===== src/rtl/fwd_pkg.sv =====
// Shared types and constants for the operand-forwarding controller.
// Tags follow each in-flight instruction through EX, MEM and WB.
package fwd_pkg;

  localparam int TAG_AW = 5;

  localparam logic [1:0] FWD_RF  = 2'b00;
  localparam logic [1:0] FWD_WB  = 2'b01;
  localparam logic [1:0] FWD_MEM = 2'b10;

  typedef struct packed {
    logic              valid;
    logic [TAG_AW-1:0] dst;
    logic              we;
    logic              load;
  } stage_tag_t;

  localparam stage_tag_t TAG_BUBBLE = '0;

  function automatic logic tag_writing(input stage_tag_t t);
    return t.valid && t.we && (t.dst != '0);
  endfunction

endpackage


===== src/rtl/fwd_sel_cmp.sv =====
// Priority compare of one EX source register against the MEM and WB tags.
// MEM wins because it carries the younger result.
import fwd_pkg::*;

module fwd_sel_cmp #(
  parameter int REG_AW = 5
) (
  input  logic              ex_valid,
  input  logic              use_src,
  input  logic [REG_AW-1:0] src,
  input  stage_tag_t        mem,
  input  stage_tag_t        wb,
  output logic [1:0]        sel
);

  logic mem_hit;
  logic wb_hit;

  assign mem_hit = ex_valid && use_src && tag_writing(mem)
                && (REG_AW'(mem.dst) == src);
  assign wb_hit  = ex_valid && use_src && tag_writing(wb)
                && (REG_AW'(wb.dst) == src) && !mem_hit;

  always_comb begin
    sel = FWD_RF;
    unique case (1'b1)
      mem_hit: sel = FWD_MEM;
      wb_hit:  sel = FWD_WB;
      default: sel = FWD_RF;
    endcase
  end

endmodule


===== src/rtl/fwd_ctrl.sv =====
// Forwarding-select and load-use stall controller for the EX stage.
// Tag pipeline EX -> MEM -> WB; selects come purely from registers.
import fwd_pkg::*;

module fwd_ctrl #(
  parameter int REG_AW = 5
) (
  input  logic              clk,
  input  logic              rst_n,
  input  logic              id_valid,
  input  logic [REG_AW-1:0] id_rs,
  input  logic [REG_AW-1:0] id_rt,
  input  logic              id_use_rs,
  input  logic              id_use_rt,
  input  logic [REG_AW-1:0] id_dst,
  input  logic              id_we,
  input  logic              id_load,
  input  logic              flush,
  output logic              stall,
  output logic [1:0]        fwd_a_sel,
  output logic [1:0]        fwd_b_sel,
  output logic              ex_valid
);

  stage_tag_t        ex_q;
  stage_tag_t        mem_q;
  stage_tag_t        wb_q;
  stage_tag_t        ex_d;
  logic [REG_AW-1:0] ex_rs_q;
  logic [REG_AW-1:0] ex_rt_q;
  logic              ex_use_rs_q;
  logic              ex_use_rt_q;
  logic              ex_take;
  logic              rs_dep;
  logic              rt_dep;
  logic              unused_load;

  // Load results are never forwarded from MEM; the stall makes that safe.
  assign unused_load = mem_q.load ^ wb_q.load;

  assign rs_dep = id_use_rs && (id_rs == REG_AW'(ex_q.dst));
  assign rt_dep = id_use_rt && (id_rt == REG_AW'(ex_q.dst));

  assign stall = id_valid && !flush && tag_writing(ex_q)
              && ex_q.load && (rs_dep || rt_dep);

  assign ex_take = id_valid && !flush && !stall;

  always_comb begin
    ex_d = TAG_BUBBLE;
    if (ex_take) begin
      ex_d.valid = 1'b1;
      ex_d.dst   = TAG_AW'(id_dst);
      ex_d.we    = id_we;
      ex_d.load  = id_load;
    end
  end

  always_ff @(posedge clk or negedge rst_n) begin
    if (!rst_n) begin
      ex_q        <= TAG_BUBBLE;
      mem_q       <= TAG_BUBBLE;
      wb_q        <= TAG_BUBBLE;
      ex_rs_q     <= '0;
      ex_rt_q     <= '0;
      ex_use_rs_q <= 1'b0;
      ex_use_rt_q <= 1'b0;
    end else begin
      wb_q        <= mem_q;
      mem_q       <= ex_q;
      ex_q        <= ex_d;
      ex_rs_q     <= ex_take ? id_rs : '0;
      ex_rt_q     <= ex_take ? id_rt : '0;
      ex_use_rs_q <= ex_take && id_use_rs;
      ex_use_rt_q <= ex_take && id_use_rt;
    end
  end

  assign ex_valid = ex_q.valid;

  fwd_sel_cmp #(.REG_AW(REG_AW)) u_cmp_a (
    .ex_valid (ex_q.valid),
    .use_src  (ex_use_rs_q),
    .src      (ex_rs_q),
    .mem      (mem_q),
    .wb       (wb_q),
    .sel      (fwd_a_sel)
  );

  fwd_sel_cmp #(.REG_AW(REG_AW)) u_cmp_b (
    .ex_valid (ex_q.valid),
    .use_src  (ex_use_rt_q),
    .src      (ex_rt_q),
    .mem      (mem_q),
    .wb       (wb_q),
    .sel      (fwd_b_sel)
  );

endmodule


===== config.mk =====
export PLATFORM = sky130hd
export DESIGN_NAME = fwd_ctrl
export DESIGN_NICKNAME = d
export VERILOG_FILES = /design/src/rtl/fwd_pkg.sv /design/src/rtl/fwd_sel_cmp.sv /design/src/rtl/fwd_ctrl.sv
export SDC_FILE = /design/constraint.sdc
export NUM_CORES = 1
export LEC_CHECK = 0
export CAP_MARGIN = 10
export CORE_ASPECT_RATIO = 2
export CORE_UTILIZATION = 50
export CTS_CLUSTER_DIAMETER = 200
export DETAILED_ROUTE_END_ITERATION = 10
export GPL_ROUTABILITY_DRIVEN = 0
export GPL_TIMING_DRIVEN = 0
export PLACE_DENSITY = 0.78
export SLEW_MARGIN = 10
export SYNTH_ARGS = -nofsm -noshare
export SYNTH_HDL_FRONTEND = slang
export SYNTH_SLANG_ARGS = --single-unit
export TNS_END_PERCENT = 5

===== constraint.sdc =====
create_clock -name clk -period 2.1 [get_ports clk]
set_input_delay 0.42 -clock clk [delete_from_list [all_inputs] [get_ports clk]]
set_output_delay 0.42 -clock clk [all_outputs]
set_load 0.01 [all_outputs]

### Word-level counts from Yosys, hierarchy flattened

Index checks and enable logic that the tools add are counted.

* bits in writable memories: 0
* bits of input ports: 23
* register bits after elaboration: 34
* output and inout port bits: 6
* latch bits: 0
* logic and storage cells: 60
* bits in read-only memories: 0
* memories: 0

* eq/ne operators: 6
* $lt $le $gt $ge: 0
* reductions and logical operators: 35
* div/mod/pow operators: 0
* bitwise gates (word level): 0
* shift operators: 0
* multipliers: 0
* add/sub/neg operators: 0
* muxes and demuxes: 5

Operators with widths (number)
* == test 5 bit: 6
* logical AND 1 bit: 27
* nonzero test 5 bit: 3
* 2-to-1 mux 5 bit: 2
* 2-to-1 mux 8 bit: 1
* case mux 2 bit (2 select lines): 2
* zero test 1 bit: 4
* logical OR 1 bit: 1

### Longest topological paths before layout

Gate-level depths: netlist (run 1).

* depth after elaboration: 8
* gate-level depth with buffers: 5
* depth with buffers taken out: 4

### Modules after synthesis

From an unflattened synthesis (run 1), not the netlist that was laid out.

* cell total of the unflattened synthesis: 148
* area, all modules: 1616.6 um^2

Modules (own cells, without submodules)
* fwd_ctrl: cells an instance 102, area an instance 1276.2 um^2, instances 1
* fwd_sel_cmp: cells an instance 23, area an instance 170.2 um^2, instances 2

### Least setup slack after synthesis (run 1)

OpenSTA, ideal clock, no wires.

* kind: register -> output
* start: register mem_q[2] in the netlist's numbering
* end: output fwd_a_sel[0]
* path slack: 0.291 ns
* buffers on the path: 0
* stages on the path, launching flop included: 5
* arrival time: 1.389 ns
* cell sequence: dfrtp_1 or4_1 o211ai_2 nor4_1 nor2_1

* word-level cells in the longest chain between the ends: 7
* elaborated cells between the ends (all ways): 8
* classes of those cells: eq/ne: 1; mux: 1; reduce/logical: 6

RTL lines
* start, declared: RTL line fwd_ctrl.sv:26 `stage_tag_t mem_q;`
* start signal, assigned: RTL line fwd_ctrl.sv:70 `mem_q <= ex_q;`
* nonzero test 5 bit: RTL line fwd_pkg.sv:21 `return t.valid && t.we && (t.dst != '0);`
* logical AND 1 bit: RTL line fwd_pkg.sv:21
* logical AND 1 bit: RTL line fwd_sel_cmp.sv:19 `assign mem_hit = ex_valid && use_src && tag_writing(mem)`
* logical AND 1 bit *: RTL line fwd_sel_cmp.sv:20 `&& (REG_AW'(mem.dst) == src);`
* zero test 1 bit: RTL line fwd_sel_cmp.sv:22 `&& (REG_AW'(wb.dst) == src) && !mem_hit;`
* logical AND 1 bit: RTL line fwd_sel_cmp.sv:22
* case mux 2 bit (2 select lines) *: RTL line fwd_sel_cmp.sv:26 `unique case (1'b1)`
* end, declared: RTL line fwd_ctrl.sv:20 `output logic [1:0] fwd_a_sel,`

Mark *: on every way between the ends. The rest lies on a longest branch, timed or not.

### Final worst setup path (run 1)

* start: register wb_q[2] in the netlist's numbering
* end: output fwd_b_sel[0]

* word-level cells in the longest chain between the ends: 6
* elaborated cells between the ends (all ways): 7
* classes of those cells: eq/ne: 1; mux: 1; reduce/logical: 5

RTL lines
* start, declared: RTL line fwd_ctrl.sv:27 `stage_tag_t wb_q;`
* start signal, assigned: RTL line fwd_ctrl.sv:69 `wb_q <= mem_q;`
* nonzero test 5 bit: RTL line fwd_pkg.sv:21
* logical AND 1 bit: RTL line fwd_pkg.sv:21
* logical AND 1 bit: RTL line fwd_sel_cmp.sv:21 `assign wb_hit = ex_valid && use_src && tag_writing(wb)`
* logical AND 1 bit * (2 in series): RTL line fwd_sel_cmp.sv:22
* case mux 2 bit (2 select lines) *: RTL line fwd_sel_cmp.sv:26
* end, declared: RTL line fwd_ctrl.sv:21 `output logic [1:0] fwd_b_sel,`

Marked as above.

==> results_dict.tcl, run 1 <==
set metrics [dict create \
    status "finished, violations left" \
    violations "negative setup slack" \
    power_density_nw_per_um2 684.0 \
    drtIter0Drc 15 \
    ys_seq_area_frac 0.5768 \
    ys_seq_elements 34 \
    worstRegToRegCells 5 \
    syn2layout_area_growth_pct 29.86 \
    rows 27 \
    leakage_nw 0.8500 \
    clk_path_buf_depth 2 \
    syn_area_per_cell_sq_um 10.85 \
    p_int_mw 0.9894 \
    cts_max_level 2 \
    timing.final.crit_period_ps 2226 \
    wl_per_cell_um 15.88 \
    num-nets-final 199 \
    initial_core_util 0.5325 \
    setup_viol 5 \
    grt_pass1_vias 1128 \
    crit_fanout 3 \
    drv_cap 0 \
    hp-class "input pin to async pin" \
    post_drt_via_cell_ratio 5.576 \
    critPathLaunchType "flip-flop" \
    final_core_util 0.6915 \
    syn_nets 159 \
    synth_warnings 0 \
    syn_inst 136 \
    dieArea_sq_um 3185 \
    drive_gt1_frac 0.1591 \
    hpwl_um 2414 \
    final-max-slew-violation-count 0 \
    antenna_found_initial 0 \
    drt-pass1-iter-count 4 \
    cp-startpoint "wb_q[2]" \
    rsz0062_at_grt "yes" \
    wirelength_um 3255 \
    swShare 0.2450 \
    gr-usage-all-layers 0.2431 \
    tightest_slew_ps 702.7 \
    fmax_ghz 0.4491 \
    core_sq_um 2770 \
    grt_pass1_wl_um 4981 \
    die_height_um 78.82 \
    maxSlewHeadroom 0.5316 \
    grt-ovfl-total 0 \
    synthTopCellsByArea "dfrtp_1, xnor2_1, a21oi_1" \
    route.vias.total 1143 \
    p_sw_mw 0.3210 \
    pre_cts_slack_ps -432.2 \
    p_clk_frac 0.341 \
    ctsHoldBuffers 0 \
    ys_types 18 \
    path_class "flip-flop to primary output" \
    p_comb_frac 0.121 \
    synth.largest_area_cell "dfrtp_1" \
    reg2reg_from "ex_q[6]" \
    seq_power_share 0.538 \
    fin_skew_ps 6.544 \
    cts_made_buffers 5 \
    cts.sinks 34 \
    diodes 0 \
    cp.arrival_ps 1810 \
    die_w_um 40.41 \
    cts_root_buf "clkbuf_8" \
    syn-cell-area_sq_um 1475 \
    final.period_utilization 1.060 \
    clk_pin_slew_worst_paths_ps 60 \
    yosysTopAreaCellShare 0.5768 \
    boundaryPins 29 \
    rrSetupSlack_ps 690 \
    reg2reg_to "ex_rs_q[3]" \
    io_buffers 28 \
    vdd.ir_drop.worst_mv 0.6184 \
    fin_ws_ps -126.4 \
    end_kind "primary output" \
    cts_tree "done" \
    ant_nets 0 \
    finalHoldViolCount 0 \
    grt_max_degree 35 \
    required_ps 1680 \
    drc 0 \
    clock_latency_ps 280 \
]
registers in the layout, indices dropped and copies added (netlist names):
| signal | count |
|---|---|
| ex_rt_q | 5 |
| ex_q | 7 |
| wb_q | 7 |
| mem_q | 7 |
| ex_use_rt_q | 1 |
| ex_rs_q | 5 |
| ex_valid | 1 |
| ex_use_rs_q | 1 |
worst max path at each step:
stage,end,slack (ps),depth (start not counted)
global placement,stall,-430,6
global route,fwd_b_sel[0],-220,6
detailed placement,stall,-430,6
CTS,fwd_a_sel[0],-140,6
floorplan,fwd_a_sel[0],290,4
finish,fwd_b_sel[0],-130,5
final cells by class:
cell class | count | area, sq um
Buffer | 6 | 26.28
Clock buffer | 5 | 68.82
Clock inverter | 2 | 10.01
Fill cell | 228 | 854.6
Multi-Input combinational cell | 96 | 631.9
Sequential cell | 34 | 850.8
Tap cell | 29 | 36.28
Timing Repair Buffer | 33 | 291.5
metal layers:
| layer | track usage | up-vias | part of all wire |
|---|---|---|---|
| li1 | - | 541 | - |
| met4 | 0.1200 | 0 | 0.023 |
| met5 | 0 | - | 0 |
| met3 | 0.05028 | 7 | 0.033 |
| met1 | 0.2167 | 558 | 0.34 |
| met2 | 0.4492 | 37 | 0.61 |
synth_stat cells:
| master | count |
|---|---|
| nand4_1 | 7 |
| clkbuf_1 | 3 |
| xnor2_1 | 26 |
| buf_2 | 3 |
| o211ai_2 | 1 |
| o22ai_1 | 1 |
| nor2_1 | 3 |
| nand2_1 | 23 |
| nor3_1 | 1 |
| xor2_1 | 4 |
| a21oi_1 | 20 |
| nor2b_1 | 1 |
| or4_1 | 4 |
| nor4_1 | 2 |
| a21boi_0 | 1 |
| o211ai_1 | 1 |
| and2_1 | 1 |
| dfrtp_1 | 34 |
critical path, stage by stage (launching register included):
cell and delay, ps:
dfrtp_1 430, or4_1 560, o211ai_1 200, or4_1 160, nor2_1 40, buf_2 140
metrics by stage:
| step | TNS (ps) | power, mW | hold WS (ps) | instances | cell area (sq um) |
|---|---|---|---|---|---|
| global placement | -1114 | 0.8610 | 361.0 | 193 | 1792 |
| CTS | -406.6 | 1.313 | 203.9 | 205 | 1916 |
| floorplan | 0 | 0.7838 | 124.4 | 136 | 1475 |
| global route | -727.4 | 1.358 | 255.7 | 205 | 1916 |
| finish | -389.9 | 1.310 | 179.6 | 205 | 1916 |
| detailed placement | -1195 | 0.8645 | 369.9 | 193 | 1787 |
power by group through the flow:
| stage | clock network, mW | logic [mW] | registers, mW |
|---|---|---|---|
| 6_report | 0.447 | 0.158 | 0.705 |
| 5_1_grt | 0.477 | 0.173 | 0.707 |
| 4_1_cts | 0.450 | 0.158 | 0.705 |
| 3_5_place_dp | 0 | 0.146 | 0.719 |
| 3_3_place_gp | 0 | 0.144 | 0.717 |
| 2_1_floorplan | 0 | 0.0707 | 0.713 |
layout by cell type (no fill, tap or decap):
| cell | Yosys | layout |
|---|---|---|
| dfrtp_1 | 34 | 34 |
| xnor2_1 | 26 | 26 |
| nand2_1 | 23 | 23 |
| clkdlybuf4s50_1 | 0 | 20 |
| a21oi_1 | 20 | 19 |
| buf_2 | 3 | 8 |
| nand4_1 | 7 | 7 |
| clkbuf_8 | 0 | 5 |
| buf_4 | 0 | 5 |
| xor2_1 | 4 | 4 |
| or4_1 | 4 | 3 |
| nor2_1 | 3 | 3 |
| clkbuf_1 | 3 | 3 |
| nor4_2 | 0 | 2 |
| clkinv_2 | 0 | 2 |
| dlygate4sd2_1 | 0 | 2 |
| or4_4 | 0 | 1 |
| o211ai_2 | 1 | 1 |
| o211ai_1 | 1 | 1 |
| nor3_1 | 1 | 1 |
| nor2b_4 | 0 | 1 |
| a21oi_2 | 0 | 1 |
| o22ai_2 | 0 | 1 |
| and2_1 | 1 | 1 |
| a21boi_0 | 1 | 1 |
| clkdlybuf4s15_2 | 0 | 1 |
logic make-up (layout without fill, tap and decap cells):
| family | count (synthesis) | in the layout | synth area share |
|---|---|---|---|
| buffers and inverters | 6 | 46 | 0.01781 |
| and+or+nand+nor | 42 | 42 | 0.1366 |
| AOI/OAI and AO/OA | 24 | 24 | 0.09076 |
| xor gates and xnor gates | 30 | 30 | 0.1781 |
| DFF | 34 | 34 | 0.5768 |
what timing repair did:
action	in CTS	in global routing
endpoints found under the setup margin	5	5
gates resized for setup	28	0
buffers inserted	5	0
pin swaps	7	1
(Power assumes the default switching activity.)
==> run 2, diff against run 1 <==
--- a/config.mk
+++ b/config.mk
@@ -6,13 +6,15 @@
 export NUM_CORES = 1
 export LEC_CHECK = 0
 export CAP_MARGIN = 10
+export CELL_PAD_IN_SITES_DETAIL_PLACEMENT = 1
+export CELL_PAD_IN_SITES_GLOBAL_PLACEMENT = 1
 export CORE_ASPECT_RATIO = 2
-export CORE_UTILIZATION = 50
+export CORE_UTILIZATION = 39
 export CTS_CLUSTER_DIAMETER = 200
 export DETAILED_ROUTE_END_ITERATION = 10
 export GPL_ROUTABILITY_DRIVEN = 0
 export GPL_TIMING_DRIVEN = 0
-export PLACE_DENSITY = 0.78
+export PLACE_DENSITY_LB_ADDON = 0.1
 export SLEW_MARGIN = 10
 export SYNTH_ARGS = -nofsm -noshare
 export SYNTH_HDL_FRONTEND = slang
==> run 2 against run 1 <==
The run still ends with negative setup slack left. Combinational power rose by 5%. Flip-flop and latch count unchanged. Via count fell by 0.52%. Maximum frequency is 1.8% higher. Largest power group unchanged.
==> results_dict.tcl, run 2 (synthesis results as in run 1) <==
set metrics [dict create \
    status "finished, violations left" \
    violations "negative setup slack" \
    wl_per_cell_um 15.87 \
    io_buffers 28 \
    initial_core_util 0.4089 \
    maxSlewHeadroom 0.5189 \
    drc 0 \
    final_cell_mix "dfrtp_1, xnor2_1, nand2_1" \
    path_class "flip-flop to primary output" \
    grt_pass1_vias 1280 \
    ant_nets 0 \
    die_height_um 88.98 \
    fmax_ghz 0.4573 \
    grt-ovfl-total 0 \
    hpwl_um 2764 \
    cp_slowest_cell "or4_4" \
    clock_latency_ps 280 \
    seq_power_share 0.524 \
    final.period_utilization 1.041 \
    wirelength_um 3554 \
    drive_gt1_frac 0.1657 \
    gr-usage-all-layers 0.2152 \
    drtIter0Drc 26 \
    grt_max_degree 35 \
    rows 31 \
    final_common_cell "dfrtp_1" \
    clk_path_buf_depth 2 \
    dieArea_sq_um 4047 \
    route.vias.total 1137 \
    top_regs "ex_q x7, mem_q x7, wb_q x7" \
    cp.arrival_ps 1770 \
    cts_max_level 2 \
    num-nets-final 197 \
    cpPeakStageDelay_ps 550 \
    vdd.ir_drop.worst_mv 0.5885 \
    hp-class "input pin to async pin" \
    final-max-slew-violation-count 0 \
    fin_skew_ps 2.675 \
    boundaryPins 29 \
    setup_viol 4 \
    syn2layout_area_growth_pct 33.42 \
    core_sq_um 3607 \
    fin_ws_ps -86.52 \
    antenna_found_initial 0 \
    rsz0062_at_grt "yes" \
    drt-pass1-iter-count 4 \
    timing.hold.ws_ps 195.8 \
    final_core_util 0.5456 \
    critPathLaunchType "flip-flop" \
    swShare 0.2331 \
    post_drt_via_cell_ratio 5.076 \
    leakage_nw 0.8623 \
    cts_tree "done" \
    cts_made_buffers 5 \
    crit_fanout 3 \
    diodes 0 \
    p_int_mw 1.037 \
    tightest_slew_ps 721.6 \
    grt_pass1_wl_um 5865 \
    end_kind "primary output" \
    cp_cell_sequence "or4_4, o211ai_1, or4_1, nor2_1, buf_2" \
    drv_cap 0 \
    cts_root_buf "clkbuf_8" \
    required_ps 1680 \
    cts.sinks 34 \
    finalHoldViolCount 0 \
    p_sw_mw 0.3150 \
    die_w_um 45.49 \
    ctsHoldBuffers 0 \
    p_clk_frac 0.353 \
    power_density_nw_per_um2 686.7 \
    timing.final.crit_period_ps 2187 \
    clk_pin_slew_worst_paths_ps 60 \
    p_comb_frac 0.123 \
]
[run 2: critical path: cells and delay by family (launching register included)]
family	cells	cell delay, ps
AOI/OAI and AO/OA	1	210
DFF	1	410
buffers and inverters	1	140
and+or+nand+nor	3	720
[run 2: final cells by class]
type                            count  area (sq um)
Fill cell                         397          1639
Sequential cell                    34         850.8
Multi-Input combinational cell     96         658.1
Timing Repair Buffer               31         280.3
Clock buffer                        7         86.33
Tap cell                           49         61.31
Buffer                              6         26.28
Clock inverter                      1         5.005
[run 2: timing repair]
action / in CTS / in global routing
gates cloned: 0 / 0
pin swaps: 11 / 2
buffers inserted: 3 / 0
setup endpoints to repair: 5 / 5
resized for setup: 30 / 1
[run 2: power by group through the flow]
stage               Clock (mW)  Sequential, mW  Combinational [mW]
finish                   0.478           0.708               0.166
floorplan                    0           0.713              0.0707
global placement             0           0.718               0.147
CTS                      0.498           0.707               0.166
detailed placement           0           0.720               0.150
global route             0.528           0.710               0.181
[run 2: final timing paths]
| path | from | endpoint | slack, ps | cells past startpoint |
|---|---|---|---|---|
| max | wb_q[6] | fwd_a_sel[0] | -90 | 5 |
| min | rst_n | ex_q[2] | 200 | 1 |
| max reg2reg | ex_q[3] | ex_valid | 560 | 5 |
| min reg2reg | mem_q[1] | wb_q[1] | 390 | 0 |
| max in group asynchronous | rst_n | wb_q[7] | 1440 | 1 |
| min in group clk | mem_q[1] | wb_q[1] | 390 | 0 |
[run 2: layer usage]
| layer | wire (um) | track usage |
|---|---|---|
| met1 | 1108 | 0.1877 |
| met2 | 2121 | 0.3987 |
| met3 | 124 | 0.04040 |
| met4 | 199 | 0.1625 |
| met5 | 0 | 0 |
[run 2: per-stage QoR]
stage	instances	cell area (sq um)	worst slack, ps	TNS, ps	power [mW]
2_1_floorplan	136	1475	290.6	0	0.7838
3_3_place_gp	213	1817	-457.3	-1191	0.8657
3_5_place_dp	213	1812	-486.9	-1685	0.8700
4_1_cts	224	1961	-129.4	-371.2	1.372
5_1_grt	224	1968	-173.6	-618.3	1.419
6_report	224	1968	-86.52	-270.7	1.351
